`src/rtl/alsu_pkg.sv`:
```
// Shared types for the ALSU command driver: opcodes, command/response/pin
// structs, driver FSM states and the command-to-pin mapping.
// No logic of its own; no latency or backpressure.
package alsu_pkg;

    localparam int TAG_W = 4;

    typedef enum logic [2:0] {
        OR, XOR, ADD, MULT, SHIFT, ROTATE, INV6, INV7
    } alsu_opcode_e;

    typedef enum logic [1:0] {
        IDLE, RUN, STALL, DRAIN
    } driver_state_e;

    // 21-bit command word; the MSB is reserved padding and is ignored.
    typedef struct packed {
        logic               rsvd;
        alsu_opcode_e       opcode;
        logic [2:0]         a;
        logic [2:0]         b;
        logic               cin;
        logic               serial_in;
        logic               red_op_a;
        logic               red_op_b;
        logic               bypass_a;
        logic               bypass_b;
        logic               direction;
        logic [TAG_W-1:0]   tag;
    } alsu_cmd_t;

    typedef struct packed {
        logic [TAG_W-1:0]   tag;
        logic [5:0]         out;
        logic               invalid;
    } alsu_rsp_t;

    typedef struct packed {
        alsu_opcode_e       opcode;
        logic [2:0]         a;
        logic [2:0]         b;
        logic               cin;
        logic               serial_in;
        logic               red_op_a;
        logic               red_op_b;
        logic               bypass_a;
        logic               bypass_b;
        logic               direction;
    } alsu_pins_t;

    function automatic alsu_pins_t cmd_to_pins(input alsu_cmd_t c);
        alsu_pins_t p;
        p.opcode    = c.opcode;
        p.a         = c.a;
        p.b         = c.b;
        p.cin       = c.cin;
        p.serial_in = c.serial_in;
        p.red_op_a  = c.red_op_a;
        p.red_op_b  = c.red_op_b;
        p.bypass_a  = c.bypass_a;
        p.bypass_b  = c.bypass_b;
        p.direction = c.direction;
        return p;
    endfunction

endpackage

```
`src/rtl/alsu_sync_fifo.sv`:
```
// Synchronous FIFO with extra-MSB pointers; clr empties it and wins over a push.
// Latency: a push is visible on pop_dat the cycle after the write edge.
// Backpressure: push ignored when full unless a pop frees the slot; pop ignored when empty.
module alsu_sync_fifo #(
    parameter int WIDTH = 8,
    parameter int DEPTH = 4
) (
    input  logic                     clk,
    input  logic                     rst_n,
    input  logic                     clr,
    input  logic                     push,
    input  logic [WIDTH-1:0]         push_dat,
    input  logic                     pop,
    output logic [WIDTH-1:0]         pop_dat,
    output logic                     full,
    output logic                     empty,
    output logic [$clog2(DEPTH):0]   count
);

    localparam int AW = $clog2(DEPTH);
    localparam logic [AW:0] PTR_ONE = 1;

    logic [AW:0]      wr_ptr_q, wr_ptr_d;
    logic [AW:0]      rd_ptr_q, rd_ptr_d;
    logic [WIDTH-1:0] mem_q [DEPTH];
    logic             do_push;
    logic             do_pop;

    assign empty   = (wr_ptr_q == rd_ptr_q);
    assign full    = (wr_ptr_q[AW] != rd_ptr_q[AW]) &&
                     (wr_ptr_q[AW-1:0] == rd_ptr_q[AW-1:0]);
    assign count   = wr_ptr_q - rd_ptr_q;
    assign do_pop  = pop && !empty;
    assign do_push = push && (!full || do_pop);
    assign pop_dat = mem_q[rd_ptr_q[AW-1:0]];

    always_comb begin
        wr_ptr_d = wr_ptr_q;
        rd_ptr_d = rd_ptr_q;
        if (clr) begin
            wr_ptr_d = '0;
            rd_ptr_d = '0;
        end else begin
            if (do_push) wr_ptr_d = wr_ptr_q + PTR_ONE;
            if (do_pop)  rd_ptr_d = rd_ptr_q + PTR_ONE;
        end
    end

    always_ff @(posedge clk or negedge rst_n) begin
        if (!rst_n) begin
            wr_ptr_q <= '0;
            rd_ptr_q <= '0;
        end else begin
            wr_ptr_q <= wr_ptr_d;
            rd_ptr_q <= rd_ptr_d;
        end
    end

    // Storage needs no reset: the pointers define what is valid.
    always_ff @(posedge clk) begin
        if (do_push && !clr) mem_q[wr_ptr_q[AW-1:0]] <= push_dat;
    end

endmodule

```
`src/rtl/alsu_cmd_driver.sv`:
```
// Queues ALSU commands, drives the registered ALSU pins and captures tagged results in order.
// Latency: accept to rsp_valid is ALSU_LAT+2 cycles when idle and unstalled.
// Backpressure: issue only with a free response slot reserved; cmd_ready drops when cmd FIFO full or draining.
module alsu_cmd_driver
    import alsu_pkg::*;
#(
    parameter int CMD_DEPTH = 4,
    parameter int RSP_DEPTH = 4,
    parameter int ALSU_LAT  = 2
) (
    input  logic        clk,
    input  logic        rst_n,
    input  logic        cmd_valid,
    output logic        cmd_ready,
    input  alsu_cmd_t   cmd_data,
    output logic [2:0]  alsu_opcode,
    output logic [2:0]  alsu_a,
    output logic [2:0]  alsu_b,
    output logic        alsu_cin,
    output logic        alsu_serial_in,
    output logic        alsu_red_op_a,
    output logic        alsu_red_op_b,
    output logic        alsu_bypass_a,
    output logic        alsu_bypass_b,
    output logic        alsu_direction,
    input  logic [5:0]  alsu_out,
    input  logic [15:0] alsu_leds,
    output logic        rsp_valid,
    input  logic        rsp_ready,
    output logic [3:0]  rsp_tag,
    output logic [5:0]  rsp_out,
    output logic        rsp_invalid,
    input  logic        flush,
    output logic        idle
);

    localparam int CMD_W = $bits(alsu_cmd_t);
    localparam int RSP_W = $bits(alsu_rsp_t);
    localparam int IF_W  = $clog2(ALSU_LAT + 2);
    localparam int SUM_W = $clog2(RSP_DEPTH + ALSU_LAT + 2) + 1;
    localparam logic [IF_W-1:0] IF_ONE = 1;

    driver_state_e                  state_q, state_d;
    alsu_pins_t                     pins_q, pins_d;
    logic [IF_W-1:0]                in_flight_q, in_flight_d;
    logic [ALSU_LAT:0]              pipe_vld_q, pipe_vld_d;
    logic [ALSU_LAT:0][TAG_W-1:0]   pipe_tag_q, pipe_tag_d;
    logic                           ready_en_q, ready_en_d;

    alsu_cmd_t                      cmd_head;
    alsu_rsp_t                      rsp_head;
    alsu_rsp_t                      rsp_wr_dat;
    logic                           cmd_full, cmd_empty, cmd_push;
    logic                           rsp_empty, rsp_wr;
    logic [$clog2(RSP_DEPTH):0]     rsp_cnt;
    logic                           credit_ok, issue;
    logic [$clog2(CMD_DEPTH):0]     unused_cmd_cnt;
    logic                           unused_rsp_full;
    logic                           unused_rsvd;

    assign cmd_ready   = ready_en_q && !cmd_full && (state_q != DRAIN);
    assign cmd_push    = cmd_valid && cmd_ready && !flush;
    // A slot is reserved per in-flight op, so the result write can never overflow.
    assign credit_ok   = (SUM_W'(in_flight_q) + SUM_W'(rsp_cnt)) < SUM_W'(RSP_DEPTH);
    assign issue       = !cmd_empty && (state_q == RUN) && credit_ok && !flush;
    assign rsp_wr      = pipe_vld_q[ALSU_LAT];
    assign rsp_wr_dat  = '{tag: pipe_tag_q[ALSU_LAT], out: alsu_out, invalid: |alsu_leds};
    assign unused_rsvd = cmd_head.rsvd;

    alsu_sync_fifo #(.WIDTH(CMD_W), .DEPTH(CMD_DEPTH)) u_cmd_fifo (
        .clk      (clk),
        .rst_n    (rst_n),
        .clr      (flush),
        .push     (cmd_push),
        .push_dat (cmd_data),
        .pop      (issue),
        .pop_dat  (cmd_head),
        .full     (cmd_full),
        .empty    (cmd_empty),
        .count    (unused_cmd_cnt)
    );

    alsu_sync_fifo #(.WIDTH(RSP_W), .DEPTH(RSP_DEPTH)) u_rsp_fifo (
        .clk      (clk),
        .rst_n    (rst_n),
        .clr      (1'b0),
        .push     (rsp_wr),
        .push_dat (rsp_wr_dat),
        .pop      (rsp_ready),
        .pop_dat  (rsp_head),
        .full     (unused_rsp_full),
        .empty    (rsp_empty),
        .count    (rsp_cnt)
    );

    always_comb begin
        state_d     = state_q;
        pins_d      = pins_q;
        in_flight_d = in_flight_q;
        ready_en_d  = 1'b1;
        pipe_vld_d  = {pipe_vld_q[ALSU_LAT-1:0], issue};
        pipe_tag_d  = {pipe_tag_q[ALSU_LAT-1:0], cmd_head.tag};

        if (issue) pins_d = cmd_to_pins(cmd_head);

        case ({issue, rsp_wr})
            2'b10:   in_flight_d = in_flight_q + IF_ONE;
            2'b01:   in_flight_d = in_flight_q - IF_ONE;
            default: in_flight_d = in_flight_q;
        endcase

        unique case (state_q)
            IDLE:  if (!cmd_empty || cmd_push) state_d = RUN;
            RUN: begin
                if (cmd_empty && !cmd_push)      state_d = IDLE;
                else if (!cmd_empty && !credit_ok) state_d = STALL;
            end
            STALL: if (credit_ok) state_d = RUN;
            DRAIN: if (in_flight_q == '0) state_d = IDLE;
            default: state_d = IDLE;
        endcase

        if (flush) state_d = DRAIN;
    end

    always_ff @(posedge clk or negedge rst_n) begin
        if (!rst_n) begin
            state_q     <= IDLE;
            pins_q      <= '0;
            in_flight_q <= '0;
            pipe_vld_q  <= '0;
            pipe_tag_q  <= '0;
            ready_en_q  <= 1'b0;
        end else begin
            state_q     <= state_d;
            pins_q      <= pins_d;
            in_flight_q <= in_flight_d;
            pipe_vld_q  <= pipe_vld_d;
            pipe_tag_q  <= pipe_tag_d;
            ready_en_q  <= ready_en_d;
        end
    end

    assign alsu_opcode    = pins_q.opcode;
    assign alsu_a         = pins_q.a;
    assign alsu_b         = pins_q.b;
    assign alsu_cin       = pins_q.cin;
    assign alsu_serial_in = pins_q.serial_in;
    assign alsu_red_op_a  = pins_q.red_op_a;
    assign alsu_red_op_b  = pins_q.red_op_b;
    assign alsu_bypass_a  = pins_q.bypass_a;
    assign alsu_bypass_b  = pins_q.bypass_b;
    assign alsu_direction = pins_q.direction;

    assign rsp_valid   = !rsp_empty;
    assign rsp_tag     = rsp_head.tag;
    assign rsp_out     = rsp_head.out;
    assign rsp_invalid = rsp_head.invalid;

    assign idle = cmd_empty && rsp_empty && (in_flight_q == '0) && (state_q == IDLE);

endmodule
```
`config.mk`:
```
export PLATFORM = sky130hd
export DESIGN_NAME = alsu_cmd_driver
export DESIGN_NICKNAME = d
export VERILOG_FILES = /design/src/rtl/alsu_pkg.sv /design/src/rtl/alsu_sync_fifo.sv /design/src/rtl/alsu_cmd_driver.sv
export SDC_FILE = /design/constraint.sdc
export NUM_CORES = 1
export LEC_CHECK = 0
export CAP_MARGIN = 20
export CORE_ASPECT_RATIO = 1.75
export CORE_MARGIN = 2
export CORE_UTILIZATION = 50
export CTS_BUF_LIST = sky130_fd_sc_hd__clkbuf_2 sky130_fd_sc_hd__clkbuf_4 sky130_fd_sc_hd__clkbuf_8
export DETAILED_ROUTE_END_ITERATION = 12
export PLACE_DENSITY_LB_ADDON = 0.05
export SYNTH_ARGS = -nofsm -noshare
export SYNTH_HDL_FRONTEND = slang
export SYNTH_SLANG_ARGS = --single-unit
```
`constraint.sdc`:
```
create_clock -name clk -period 2.83 [get_ports clk]
set_input_delay 0.4245 -clock clk [delete_from_list [all_inputs] [get_ports clk]]
set_output_delay 0.4245 -clock clk [all_outputs]
set_load 0.05 [all_outputs]
```
### Word-level counts from Yosys, hierarchy flattened

Memory sizes are Yosys's and may differ from the RTL's.
Index checks and enable logic that the tools add are counted.

| storage, ports and cells | value |
|---|---|
| bits in registers | 48 |
| latch bits | 0 |
| bits in writable memories | 128 |
| ROM bits | 0 |
| output and inout bits | 30 |
| logic and storage cells | 100 |
| memories kept | 2 |

| cells by class | value |
|---|---|
| add/subtract/negate cells | 8 |
| multipliers | 0 |
| divide/modulo/power cells | 0 |
| magnitude comparators | 1 |
| eq/ne operators | 16 |
| shift operators | 0 |
| muxes and demuxes | 16 |
| bitwise logic cells | 0 |
| reduce and logical (&&, ||, !) cells | 36 |

Memories:

| memory | depth | width | read ports | clocked after Yosys merged registers in | wr ports | RTL line | RTL |
|---|---|---|---|---|---|---|---|
| u_cmd_fifo.mem_q | 4 | 21 | 1 | 0 | 1 | alsu_sync_fifo.sv:25 | `logic [WIDTH-1:0] mem_q [DEPTH];` |
| u_rsp_fifo.mem_q | 4 | 11 | 1 | 0 | 1 | alsu_sync_fifo.sv:25 |  |

Operators with widths:

| kind | number |
|---|---|
| logical AND 1 bit | 19 |
| OR reduction 16 bit | 1 |
| adder 3 x 1 -> 3 bit (second input constant) | 4 |
| 2-to-1 mux 2 bit | 6 |
| 2-to-1 mux 3 bit | 4 |
| inequality test 3 bit (second input constant) | 3 |
| case mux 2 bit (4 select lines) | 1 |
| zero test 1 bit | 7 |
| == test 2 bit (second input constant) | 3 |
| == test 3 bit | 2 |
| nonzero test 2 bit | 3 |
| adder 2 x 3 -> 4 bit | 1 |
| == test 2 x 1 -> 1 bit (second input constant) | 2 |
| == test 2 bit | 2 |
| zero test 2 bit | 2 |
| < comparator 4 x 3 -> 1 bit (second input constant) | 1 |
| 2-to-1 mux 1 bit | 4 |
| inequality test 4 x 2 -> 1 bit (second input constant) | 1 |
| case mux 2 bit (2 select lines) | 1 |
| AND reduction 4 bit | 1 |
| logical OR 1 bit | 3 |
| subtractor 3 bit | 1 |
| adder 2 x 1 -> 2 bit (second input constant) | 1 |
| inequality test 1 bit | 2 |
| other kinds (2) | 2 |

### Logic depth before layout (Yosys ltp)

Gate-level depths: netlist of run 1.

| depth | value |
|---|---|
| word-level depth | 12 |
| mapped depth | 12 |
| depth with buffers taken out | 11 |

### Hierarchy

From an unflattened synthesis of run 1, not the netlist that was laid out.

| second synthesis, totals | value |
|---|---|
| cells, all modules | 364 |
| area, all modules | 7036.7 µm² |

Modules (own cells, without submodules):

| module | times used | cells an instance | area each (µm²) | sequential area each (µm²) |
|---|---|---|---|---|
| alsu_sync_fifo (u_cmd_fifo) | 1 | 163 | 3522.1 | 2672.6 |
| alsu_sync_fifo (u_rsp_fifo) | 1 | 110 | 2082.0 | 1471.4 |
| alsu_cmd_driver | 1 | 91 | 1432.6 | 900.9 |

### Least setup slack after synthesis of run 1

Ideal clock, no wire load.

| timing | value |
|---|---|
| kind | register to output |
| from | register u_rsp_fifo.rd_ptr_q[1] |
| to | output idle |
| arrival time | 3.417 ns |
| required time | 2.406 ns |
| slack | -1.012 ns |
| stages on the path, launching flop included | 6 |
| cell sequence | dfrtp_1 > clkbuf_1 > inv_1 > ha_1 > nand3_1 > nor4b_1 |

| on the way | value |
|---|---|
| word-level cells in the longest chain between the ends | 4 |

RTL lines:

| what | RTL line | RTL |
|---|---|---|
| start, declared | alsu_sync_fifo.sv:24 | `logic [AW:0] rd_ptr_q, rd_ptr_d;` |
| start signal, assigned | alsu_sync_fifo.sv:55 | `rd_ptr_q <= rd_ptr_d;` |
| == test 3 bit | alsu_sync_fifo.sv:29 | `assign empty = (wr_ptr_q == rd_ptr_q);` |
| logical AND 1 bit (3 in a row) | alsu_cmd_driver.sv:160 | `assign idle = cmd_empty && rsp_empty && (in_flight_q == '0) && (state_q == IDLE);` |
| end, declared | alsu_cmd_driver.sv:34 | `output logic idle` |

No other way between the ends.

### Worst setup path in the final report of run 1

| timing | value |
|---|---|
| from | register u_rsp_fifo.wr_ptr_q[0] |
| to | register in_flight_q[1] |

| on the way | value |
|---|---|
| word-level cells in the longest chain between the ends | 7 |
| elaborated cells on any way between the ends | 9 |
| classes of those cells | add/sub: 2; order compare: 1; eq/ne: 2; mux: 1; reduce/logical: 3 |

RTL lines:

| what | RTL line | RTL |
|---|---|---|
| start, declared | alsu_sync_fifo.sv:23 | `logic [AW:0] wr_ptr_q, wr_ptr_d;` |
| start signal, assigned | alsu_sync_fifo.sv:54 | `wr_ptr_q <= wr_ptr_d;` |
| subtractor 3 bit (*) | alsu_sync_fifo.sv:32 | `assign count = wr_ptr_q - rd_ptr_q;` |
| adder 2 x 3 -> 4 bit (*) | alsu_cmd_driver.sv:64 | `assign credit_ok = (SUM_W'(in_flight_q) + SUM_W'(rsp_cnt)) < SUM_W'(RSP_DEPTH);` |
| < comparator 4 x 3 -> 1 bit (*) | alsu_cmd_driver.sv:64 |  |
| logical AND 1 bit (*) (2 in a row) | alsu_cmd_driver.sv:65 | `assign issue = !cmd_empty && (state_q == RUN) && credit_ok && !flush;` |
| == test 2 x 1 -> 1 bit or == test 2 bit (tied branches) | alsu_cmd_driver.sv:106 | `case ({issue, rsp_wr})` |
| case mux 2 bit (2 select lines) or nonzero test 2 bit (tied branches) | - |  |
| end signal, assigned | alsu_cmd_driver.sv:137 | `in_flight_q <= in_flight_d;` |
| end, declared | alsu_cmd_driver.sv:45 | `logic [IF_W-1:0] in_flight_q, in_flight_d;` |

Mark *: on every way between the ends. The rest lies on a longest branch, timed or not.
A chain may end at the register's enable or synchronous reset.

==> results of run 1 <==
==> path summary, 6_finish.rpt <==
check | from | endpoint | cells past startpoint
setup reg to reg | u_rsp_fifo.wr_ptr_q[0] | in_flight_q[1] | 10
min in group clk | pipe_tag_d[4] | pipe_tag_d[8] | 0
setup / recovery | u_rsp_fifo.wr_ptr_q[0] | in_flight_q[1] | 10
max in group asynchronous | rst_n | pipe_vld_q[0] | 2
hold / removal | rst_n | alsu_a[0] | 1
hold reg to reg | pipe_tag_d[4] | pipe_tag_d[8] | 0
==> state kept, by name, indices dropped and copies added, names as in the netlist, 2 cells and up <==
name / cells
u_rsp_fifo.wr_ptr_q: 3
pipe_tag_d: 8
alsu_b: 3
in_flight_q: 2
u_rsp_fifo.mem_q: 44
u_rsp_fifo.rd_ptr_q: 3
u_cmd_fifo.rd_ptr_q: 3
alsu_opcode: 3
state_q: 2
alsu_a: 3
pipe_vld_q: 3
pipe_tag_q: 4
u_cmd_fifo.wr_ptr_q: 3
u_cmd_fifo.mem_q: 80
==> kinds of logic (layout without fill, tap and decap cells) <==
family	Yosys count	after routing	synth area share (%)
flip-flops	172	172	74.1
AND/OR/NAND/NOR	37	37	3.24
AO/OA/AOI/OAI	15	15	1.71
buffers and inverters	18	131	1.32
adder cells (fa/ha/maj)	15	15	2.94
other	1	1	0.0564
multiplexers	49	49	14.3
XOR/XNOR	16	16	2.32
==> area by class of cell <==
class	instances	area share [%]
clock buffers	19	3.13
clock inverters	13	1.87
inverters	9	0.414
multi-input cells	133	20.3
flip-flops and latches	172	60.3
well taps	171	2.62
repair buffers	90	11.3
==> placed cells by master, fill, tap and decap left out, drive strengths merged, types with 3 or more instances in the layout <==
cell,instances
dfrtp,48
dlygate4sd2,9
and2,8
nand2,5
ha,14
clkbuf,19
xnor2,11
nand3,3
edfxtp,124
clkdlybuf4s50,61
mux2,17
buf,20
clkinv,3
inv,15
nor4,4
xor2,4
o21ai,3
mux4,31
nor2,9
==> per-stage QoR <==
step / power, mW / util (%)
after floorplan: 4.58 / -
after global placement: 5.22 / 60.0
after detailed placement: 5.28 / 60.0
after CTS: 6.96 / 63.0
after global routing: 7.20 / 63.1
final: 6.87 / 63.1
==> power by group through the flow <==
| stage | registers (mW) | logic (mW) | clock network, mW |
|---|---|---|---|
| 2_1_floorplan | 3.43 | 1.15 | 0 |
| 3_3_place_gp | 3.13 | 2.09 | 0 |
| 3_5_place_dp | 3.13 | 2.15 | 0 |
| 4_1_cts | 3.08 | 2.10 | 1.78 |
| 5_1_grt | 3.11 | 2.22 | 1.88 |
| 6_report | 3.08 | 2.08 | 1.71 |
==> metal layers <==
layer  wire length [µm]  part of all wire (%)  track usage [%]
met1               4200                    37             17.7
met2               6510                    58             32.6
met4                148                   1.3             6.06
met3                424                   3.8             4.48
met5                  0                     0                0
==> critical path, delay by kind of cell, from the launching register on <==
kind	cells	cell delay [ns]
and+or+nand+nor	2	0.29
adders and majority gates	4	1.27
xor gates and xnor gates	1	0.16
AOI/OAI and AO/OA	1	0.26
buffers and inverters	2	0.20
DFF	1	0.41
==> repair_timing <==
action,4_1_cts,5_1_grt
cloned,0,0
resized for setup,9,1
setup endpoints to repair,9,1
hold buffers,0,0
==> impl_metrics.toml, run 1 <==
[outcome]
run_status = "completed"

[timing]
skew_ns = 0.0130
max_freq_mhz = 375
finalSetupTns_ns = 0
worst_pin_slew_ns = 0.722
rsz0062_at_grt = "false"
hold_violations = 0
layout_min_cycle_time_ns = 2.66
whs_ns = 0.0288
setup_slack_ns = 0.166
maxSlewHeadroom_pct = 51.8
finalMaxSlewViolations = 0
setup_violations = 0
fin_crit_sh_pct = 94.1

[global_route]
antenna_found_initial = 0
track_usage_pct = 17.0
grt_pass1_vias = 3563
grt_max_degree = 30
grt_overflow = 0
grt_pass1_wl_um = 18100

[yosys]
yosysSeqAreaShare_pct = 74.1
yosysTopAreaCellShare_pct = 56.0
synthDistinctLibCells = 37
syn_inst = 323
synth.ff_latch_count = 172
async_reset_ff_share_pct = 27.9
yosys_warnings = 0
netlist_area_um2 = 6650
synth_area_per_cell_um2 = 20.6
synth.net_count = 386
synth_common_cells = "124 x edfxtp_1, 48 x dfrtp_1, 31 x mux4_2"
synth_edf_count = 124
netlist_top_cells_area = "edfxtp_1 56%, dfrtp_1 18%, mux4_2 11%, mux2_4 3.2%, ha_1 2.6%"
synth-main-ff-cell = "edfxtp_1"
synth.most_common_cell = "edfxtp_1"
synth_area_leader_cell = "edfxtp_1"

[clocking]
clock-sinks = 172
numCtsBuffers = 17
clock_latency_ns = 0.44
clk_pin_slew_worst_paths_ns = 0.09
htree_levels = 4
cts_max_path_buffers = 2
post_cts_buffers = 0
cts_tree = "built"
cts_root_buf = "clkbuf_8"

[final_layout]
final-seq-area_um2 = 4920
diodes = 0
syn_to_final_growth_pct = 22.8
layout.nets = 486
fillCellCount = 982
drive_gt1_share_pct = 24.5
final_cells = 607
multi_input_area_um2 = 1660
design_area_um2 = 8160

[power_and_ir_drop]
p_sw_share_pct = 32.8
p_clk_share_pct = 24.9
p_comb_share_pct = 30.3
peakVddDrop_uv = 436
pwr-share-seq_pct = 44.8
cellPowerDensity_nw_per_um2 = 842
internal_power_mw = 4.62
p_leak_nw = 3.00
switching_power_mw = 2.26

[drt]
post-route-drc-count = 0
drtAntennaViolNets = 0
wirelength_um = 11300
vias = 3188
drtIter0Drc = 74
firstDrtPassIters = 6
drt-vias-per-instance = 5.25
wl_per_cell_um = 18.6

[setup_path]
slowest_stage = "fa_1"
critPathKind = "reg2reg"
crit_fanout = 4
r2r_setup_slack_ns = 0.17
critPathRequiredTime_ns = 3.19
crit_path_end_kind = "register"
cp_cell_sequence = "inv_1 -> ha_1 -> inv_1 -> fa_1 -> ha_1 -> a31oi_2 -> nand4_4 -> ha_1 -> nor2_1 -> xor2_1"
cp.arrival_ns = 3.02
cp_common_cell = "ha_1"
cpPeakStageDelay_ns = 0.45
start_kind = "register"

[placement]
place_congestion = 0.754
dp_hpwl_um = 7510
io_buffer_count = 76
dpl.cell_count = 575
post-place-ws_ns = 0.103
place_area_um2 = 7760

[floorplan]
chipHeight_um = 157
start_util_pct = 51.4
pin_count = 78
die-area_um2 = 14300
num_rows = 55
die_w_um = 91.2
core_area_um2 = 12900

[worst_hold_path]
worstHoldPathType = "in2async"

[job]
max_cap_violations = 0
(Power assumes the default switching activity.)
==> run 2, diff against run 1 <==
- CORE_MARGIN: 2 -> unset
==> run 2 against run 1 <==
- global-route usage increased by 0.99 points
- clock-buffer cell count shrank 2
- setup slack gained 0.040 ns
- combinational power barely moved
- flip-flop and latch count did not move
- total power about the same
- largest power group unchanged
- register-to-register slack better by 0.04 ns
- cell count increased by 0.16%
- non-clock buffer count grew 1
- design area about the same
- hold slack lost 0.028 ns
==> impl_metrics.toml, run 2 (synthesis gave the netlist of run 1 again) <==
[setup_path]
cp.arrival_ns = 3.00
start_kind = "register"
critPathKind = "reg2reg"
r2r_cells = 10
r2r_start = "u_rsp_fifo.wr_ptr_q[0]"
cp_common_cell = "ha_1"
slowest_stage = "fa_1"
crit_fanout = 4
r2r_setup_slack_ns = 0.21
critPathRequiredTime_ns = 3.20
worstReg2RegEnd = "in_flight_q[1]"
cp_cell_sequence = "inv_1 -> ha_1 -> inv_1 -> fa_1 -> ha_1 -> a31oi_2 -> nand4_4 -> ha_1 -> nor2_1 -> xor2_1"
cpPeakStageDelay_ns = 0.44
crit_path_end_kind = "register"

[timing]
layout_min_cycle_time_ns = 2.62
finalMaxSlewViolations = 0
setup_slack_ns = 0.206
maxSlewHeadroom_pct = 55.7
whs_ns = 0.000479
rsz0062_at_grt = "false"
setup_violations = 0
hold_violations = 0
max_freq_mhz = 381
fin_crit_sh_pct = 92.7
finalSetupTns_ns = 0
skew_ns = 0.0184
worst_pin_slew_ns = 0.664

[final_layout]
layout.nets = 487
diodes = 0
final_cells = 608
mostFrequentLayoutCells = "124 x edfxtp_1, 61 x clkdlybuf4s50_1, 48 x dfrtp_1, 31 x mux4_2, 17 x clkbuf_8"
layout_commonest_cell = "edfxtp_1"
syn_to_final_growth_pct = 22.9
fillCellCount = 996
largest_register_ffs = 80
utilization_pct = 63.1
drive_gt1_share_pct = 24.5

[power_and_ir_drop]
peakVddDrop_uv = 468
p_sw_share_pct = 33.9
p_leak_nw = 3.05
internal_power_mw = 4.54
cellPowerDensity_nw_per_um2 = 842
p_comb_share_pct = 30.5
p_clk_share_pct = 24.6
switching_power_mw = 2.33
pwr-share-seq_pct = 44.8

[global_route]
grt_pass1_wl_um = 17600
antenna_found_initial = 0
grt_max_degree = 28
track_usage_pct = 18.0
grt_pass1_vias = 3482
grt_overflow = 0

[job]
max_cap_violations = 0

[drt]
drtAntennaViolNets = 0
wirelength_um = 11200
vias = 3174
drtIter0Drc = 108
drt-vias-per-instance = 5.22
wl_per_cell_um = 18.5
firstDrtPassIters = 5
post-route-drc-count = 0

[floorplan]
die-area_um2 = 13800
core_area_um2 = 12900
chipHeight_um = 155
num_rows = 55
start_util_pct = 51.4
die_w_um = 89.2
pin_count = 78

[clocking]
clock-sinks = 172
post_cts_buffers = 0
clk_pin_slew_worst_paths_ns = 0.10
clock_latency_ns = 0.44
cts_max_path_buffers = 2
hold_buffers = 0
cts_tree = "built"
htree_levels = 4
cts_root_buf = "clkbuf_8"
numCtsBuffers = 17

[placement]
place_congestion = 0.731
io_buffer_count = 76
dpl.cell_count = 576
post-place-ws_ns = 0.124
dp_hpwl_um = 7420

[outcome]
run_status = "completed"

[worst_hold_path]
worstHoldPathType = "in2async"
run 2: critical path, delay by kind of cell (launching register included):
kind,cells,cell delay (ns)
fa+ha+maj,4,1.26
flops,1,0.41
simple gates,2,0.29
compound gates,1,0.27
xor+xnor,1,0.15
buf+inv,2,0.19
run 2: area by class of cell:
type	instances	area (µm²)	share of cell area [%]
sequential	172	4920	60.3
tap	171	214	2.62
clock buffer	17	234	2.86
multi-input combinational	133	1660	20.3
timing repair buffer	91	935	11.4
inverter	9	33.8	0.414
clock inverter	15	171	2.10
run 2: worst max path at each step:
| stage | from | endpoint | slack (ns) | cells after the start |
|---|---|---|---|---|
| CTS | u_rsp_fifo.rd_ptr_q[0] | rsp_tag[0] | 0.0009 | 3 |
| floorplan | u_rsp_fifo.rd_ptr_q[1] | in_flight_q[1] | 0.08 | 10 |
| global placement | u_rsp_fifo.wr_ptr_q[0] | in_flight_q[1] | 0.20 | 10 |
| finish | u_rsp_fifo.wr_ptr_q[0] | in_flight_q[1] | 0.21 | 10 |
| detailed placement | u_rsp_fifo.wr_ptr_q[0] | in_flight_q[1] | 0.12 | 10 |
| global route | u_rsp_fifo.wr_ptr_q[0] | in_flight_q[1] | 0.08 | 11 |
run 2: power groups by stage:
| stage | registers [mW] | logic (mW) | clock network, mW |
|---|---|---|---|
| floorplan | 3.43 | 1.15 | 0 |
| global placement | 3.13 | 2.09 | 0 |
| detailed placement | 3.13 | 2.13 | 0 |
| CTS | 3.09 | 2.12 | 1.75 |
| global route | 3.11 | 2.24 | 1.84 |
| finish | 3.08 | 2.10 | 1.69 |
run 2: through the flow:
stage	area (µm²)	total power [mW]
after floorplan	6660	4.58
after global placement	7740	5.23
after detailed placement	7740	5.26
after CTS	8140	6.96
after global routing	8170	7.19
final	8170	6.88
run 2: repair_timing:
item,in CTS,in global routing
resized for setup,3,8
gates cloned,0,0
endpoints found under the setup margin,3,8
run 2: routing by layer:
layer	vias to the layer above	global-route usage (%)	wire (µm)
li1	1460	-	-
met1	1610	20.2	4290
met2	91	32.1	6270
met3	13	4.80	530
met4	0	6.65	157
met5	-	0	0
